$ cat src/rtl/regfile_wb_arbiter.sv
// Round-robin arbiter sharing the register-file write port between the EX (port 0) and MEM (port 1) write-back paths.
// Optional macro WB_ZERO_FILTER_EN: requests to register 0 are absorbed without issuing a write.
module regfile_wb_arbiter #(
    parameter int unsigned ADDR_W = 5,
    parameter int unsigned DATA_W = 32,
    parameter int unsigned CNT_W  = 16
) (
    input  logic              clk,
    input  logic              rst,
    input  logic              req0_valid,
    input  logic [ADDR_W-1:0] req0_addr,
    input  logic [DATA_W-1:0] req0_data,
    output logic              req0_ready,
    input  logic              req1_valid,
    input  logic [ADDR_W-1:0] req1_addr,
    input  logic [DATA_W-1:0] req1_data,
    output logic              req1_ready,
    output logic              wr_en,
    output logic [ADDR_W-1:0] wr_addr,
    output logic [DATA_W-1:0] wr_data,
    output logic              conflict,
    output logic [CNT_W-1:0]  stall_cnt
);

    logic rr_last;
    logic zero0;
    logic zero1;
    logic arb0;
    logic arb1;
    logic grant0;
    logic grant1;
    logic xfer;
    logic stall;

    // Split each request into "absorbed register-0 request" and "needs the write port"
    always_comb begin
        zero0 = 1'b0;
        zero1 = 1'b0;
`ifdef WB_ZERO_FILTER_EN
        zero0 = req0_valid && (req0_addr == '0);
        zero1 = req1_valid && (req1_addr == '0);
`endif
        arb0 = req0_valid && !zero0;
        arb1 = req1_valid && !zero1;
    end

    // Round-robin grant: on a tie the port that did not win last time goes first
    always_comb begin
        grant0 = 1'b0;
        grant1 = 1'b0;
        if (!rst) begin
            if (arb0 && arb1) begin
                grant0 = rr_last;
                grant1 = !rr_last;
            end else begin
                grant0 = arb0;
                grant1 = arb1;
            end
        end
    end

    always_comb begin
        req0_ready = !rst && (grant0 || zero0);
        req1_ready = !rst && (grant1 || zero1);
        xfer       = grant0 || grant1;
        conflict   = arb0 && arb1;
        stall      = (req0_valid && !req0_ready) || (req1_valid && !req1_ready);
    end

    always_ff @(posedge clk) begin
        if (rst) begin
            rr_last   <= 1'b1;
            wr_en     <= 1'b0;
            wr_addr   <= '0;
            wr_data   <= '0;
            stall_cnt <= '0;
        end else begin
            wr_en <= xfer;
            if (xfer) begin
                rr_last <= grant1;
                wr_addr <= grant1 ? req1_addr : req0_addr;
                wr_data <= grant1 ? req1_data : req0_data;
            end
            // Saturate instead of wrapping so a long stall never reads as a short one
            if (stall && (stall_cnt != '1)) begin
                stall_cnt <= stall_cnt + CNT_W'(1);
            end
        end
    end

endmodule

$ cat config.mk
export PLATFORM = sky130hd
export DESIGN_NAME = regfile_wb_arbiter
export DESIGN_NICKNAME = d
export VERILOG_FILES = /design/src/rtl/regfile_wb_arbiter.sv
export SDC_FILE = /design/constraint.sdc
export NUM_CORES = 1
export LEC_CHECK = 0
export ABC_AREA = 1
export CORE_MARGIN = 2
export CORE_UTILIZATION = 39
export CTS_CLUSTER_DIAMETER = 200
export DETAILED_ROUTE_END_ITERATION = 10
export GPL_ROUTABILITY_DRIVEN = 0
export PLACE_DENSITY_LB_ADDON = 0.15
export REMOVE_ABC_BUFFERS = 1
export SYNTH_ARGS = -nofsm -noshare
export SYNTH_HDL_FRONTEND = slang
export SYNTH_SLANG_ARGS = --single-unit
$ cat constraint.sdc
create_clock -name clk -period 1.8 [get_ports clk]
set_clock_uncertainty 0.1 [all_clocks]
set_input_delay 0.36 -clock clk [delete_from_list [all_inputs] [get_ports clk]]
set_output_delay 0.36 -clock clk [all_outputs]
set_load 0.01 [all_outputs]
==> flow_metrics.tcl <==
set metrics [dict create \
    outcome "completed" \
    max_clock_freq_mhz 570 \
    crit_buf_inv 1 \
    hold_viol 0 \
    clk_path_buf_depth 2 \
    power_w 0.00276 \
    cp.required_ns 1.34 \
    fp.dieW_um 85.1 \
    tightest_slew_ns 0.543 \
    grt_remaining_overflow 0 \
    fin_nets 582 \
    setup_violations 0 \
    path_class "reg2out" \
    critical_path_arrival_ns 1.30 \
    synth_mux_area_share_pct 0 \
    slew_viol_final 0 \
    drt-total-wl_um 7740 \
    p_leak_nw 1.55 \
    vias_per_cell 5.17 \
    ant_nets 0 \
    fin_crit_sh_pct 97.6 \
    min-delay-path-class "in2reg" \
    crit_slowest_cell "clkdlybuf4s50_1" \
    tns_ns 0 \
    start_util_pct 40.4 \
    period_needed_ns 1.76 \
    crit_family "buffers and inverters" \
    path_clk_slew_ns 0.09 \
    vdd_drop_max_mv 0.396 \
    syn_inst 371 \
    drt_iter0_drc 96 \
    yosys.area_share.simple_pct 30.7 \
    grt_pass1_vias 2806 \
    gr-usage-all-layers_pct 21.9 \
    synth_xor_xnor_area_share_pct 0.683 \
    wl_per_cell_um 13.3 \
    coreArea_sq_um 6350 \
    synth_top_family_by_area "simple AND/OR/NAND/NOR gates" \
    place_ws_ns -0.368 \
    cpPeakStageDelay_ns 0.57 \
    rsz0062_at_grt "yes" \
    netlist_area_sq_um 2560 \
    die_area_sq_um 7240 \
    worst_setup_path_end_kind "output pin" \
    drc 0 \
    ys_seq_area_share_pct 42.9 \
    drive_gt1_share_pct 9.52 \
    synth_warnings 0 \
    grt_max_degree 51 \
    yosysUniqueCellTypes 26 \
    cts_made_buffers 5 \
    grt_pass1_wl_um 12900 \
    crit_path_max_fanout 5 \
    cap_violations 0 \
    clk_latency_ns 0.30 \
    vias 3002 \
    hpwl_um 5550 \
    cts_setup_buffers 0 \
    rows 29 \
    cts_root_buffer "clkbuf_8" \
    crit_chain "clkdlybuf4s50_1" \
    tritoncts "yes" \
    yosys.area.top_type "dfxtp_1" \
    cts.sinks 55 \
    synth_top_area_share_pct 42.9 \
    startpoint_type "flip-flop" \
    io_pins 135 \
    syn_area_per_cell_sq_um 6.91 \
    ctsHtreeMaxLevel 2 \
    dpl_cell_area_sq_um 4000 \
    synth_compound_area_share_pct 18.1 \
    area_delta_synth_final_pct 61.8 \
    diodes 0 \
    relSlewSlack_pct 63.8 \
    die_h_um 85.1 \
    numPortBuffers 134 \
    first_pass_iters 5 \
    setup_ws_ns 0.0441 \
    grt_antenna_before_repair 0 \
    stdcell_area_sq_um 4150 \
    power_density_nw_per_um2 667 \
    synthTopCellsByArea "dfxtp_1, nor2_1, o21ai_0, nand3_1, nand2_1" \
    hold-worst-slack_ns 0.363 \
    synth_fa_ha_area_share_pct 0.488 \
    synth.ff_latch_count 55 \
]
cell families after synthesis:
logic type	count (synthesis)
AO/OA/AOI/OAI	91
XOR/XNOR	2
adder cells (fa/ha/maj)	1
buffers and inverters	40
flip-flops	55
AND/OR/NAND/NOR	182
cells in the final DEF (no fill, tap or decap), types with 4 or more instances in the layout:
master	count
clkbuf_8	6
o21ai_0	53
clkdlybuf4s50_1	129
nand2_1	48
inv_1	14
a21oi_1	11
dfxtp_2	10
buf_4	12
nand4_1	5
o21ai_1	22
nor2_4	4
dfxtp_1	45
nand3_1	50
nor2_1	70
routing by layer:
metal  vias to the layer above  global-route usage, %  wire length, um
li1                       1508                      -                -
met1                      1375                   26.3             3170
met2                       110                   35.3             3620
met3                         9                   9.73              851
met4                         0                   6.49               97
met5                         -                      0                0
state kept, by name, summed over array words and instances (netlist names):
register and cells:
rr_last 1, stall_cnt 16, wr_addr 5, wr_data 32, wr_en 1
power breakdown:
| part | internal [W] | switching [W] |
|---|---|---|
| Sequential | 0.00129 | 0.0000403 |
| Combinational | 0.000342 | 0.000246 |
| Clock | 0.000451 | 0.000394 |
| Total | 0.00209 | 0.000680 |
metrics by stage:
stage	util (%)	instances
after floorplan	-	348
after global placement	63.0	572
after detailed placement	63.0	572
after CTS	64.8	580
after global routing	65.3	581
final	65.3	581
Yosys cell counts:
cell and number:
ha_1 1, buf_4 5, a21oi_1 13, inv_1 15, nor3_1 1, dfxtp_1 55
o211ai_1 1, xnor2_1 1, nand2_1 49, o21ai_1 22, nand3b_1 1, buf_1 2
o21ai_0 53, nor2_1 72, nand3_2 1, nand4_1 5, nor2_2 1, inv_4 1
a21oi_2 1, a211oi_1 1, clkbuf_1 8, inv_2 1, nand3_1 50, nor2_4 2
buf_2 8, xor2_1 1
cell type report:
type	count	area, sq um
Clock buffer	6	82.6
Clock inverter	2	35.0
Fill cell	559	2200
Inverter	17	66.3
Multi-Input combinational cell	277	1320
Sequential cell	55	1110
Tap cell	77	96.3
Timing Repair Buffer	147	1430
what timing repair did:
item | in CTS | in global routing
gates cloned | 0 | 1
hold buffers | 0 | 0
pin swaps | 0 | 2
endpoints found under the setup margin | 5 | 25
gates resized for setup | 13 | 17
worst paths after layout:
path	startpoint	end	slack [ns]	cells after the start
min reg2reg	wr_data[19]$_SDFFE_PP0P_	wr_data[19]$_SDFFE_PP0P_	0.38	2
max reg2reg	stall_cnt[1]$_SDFFE_PP0P_	stall_cnt[1]$_SDFFE_PP0P_	0.18	8
min	rst	stall_cnt[4]$_SDFFE_PP0P_	0.36	2
max	stall_cnt[3]$_SDFFE_PP0P_	stall_cnt[3]	0.04	1
Power figures use the tool's default switching activity.
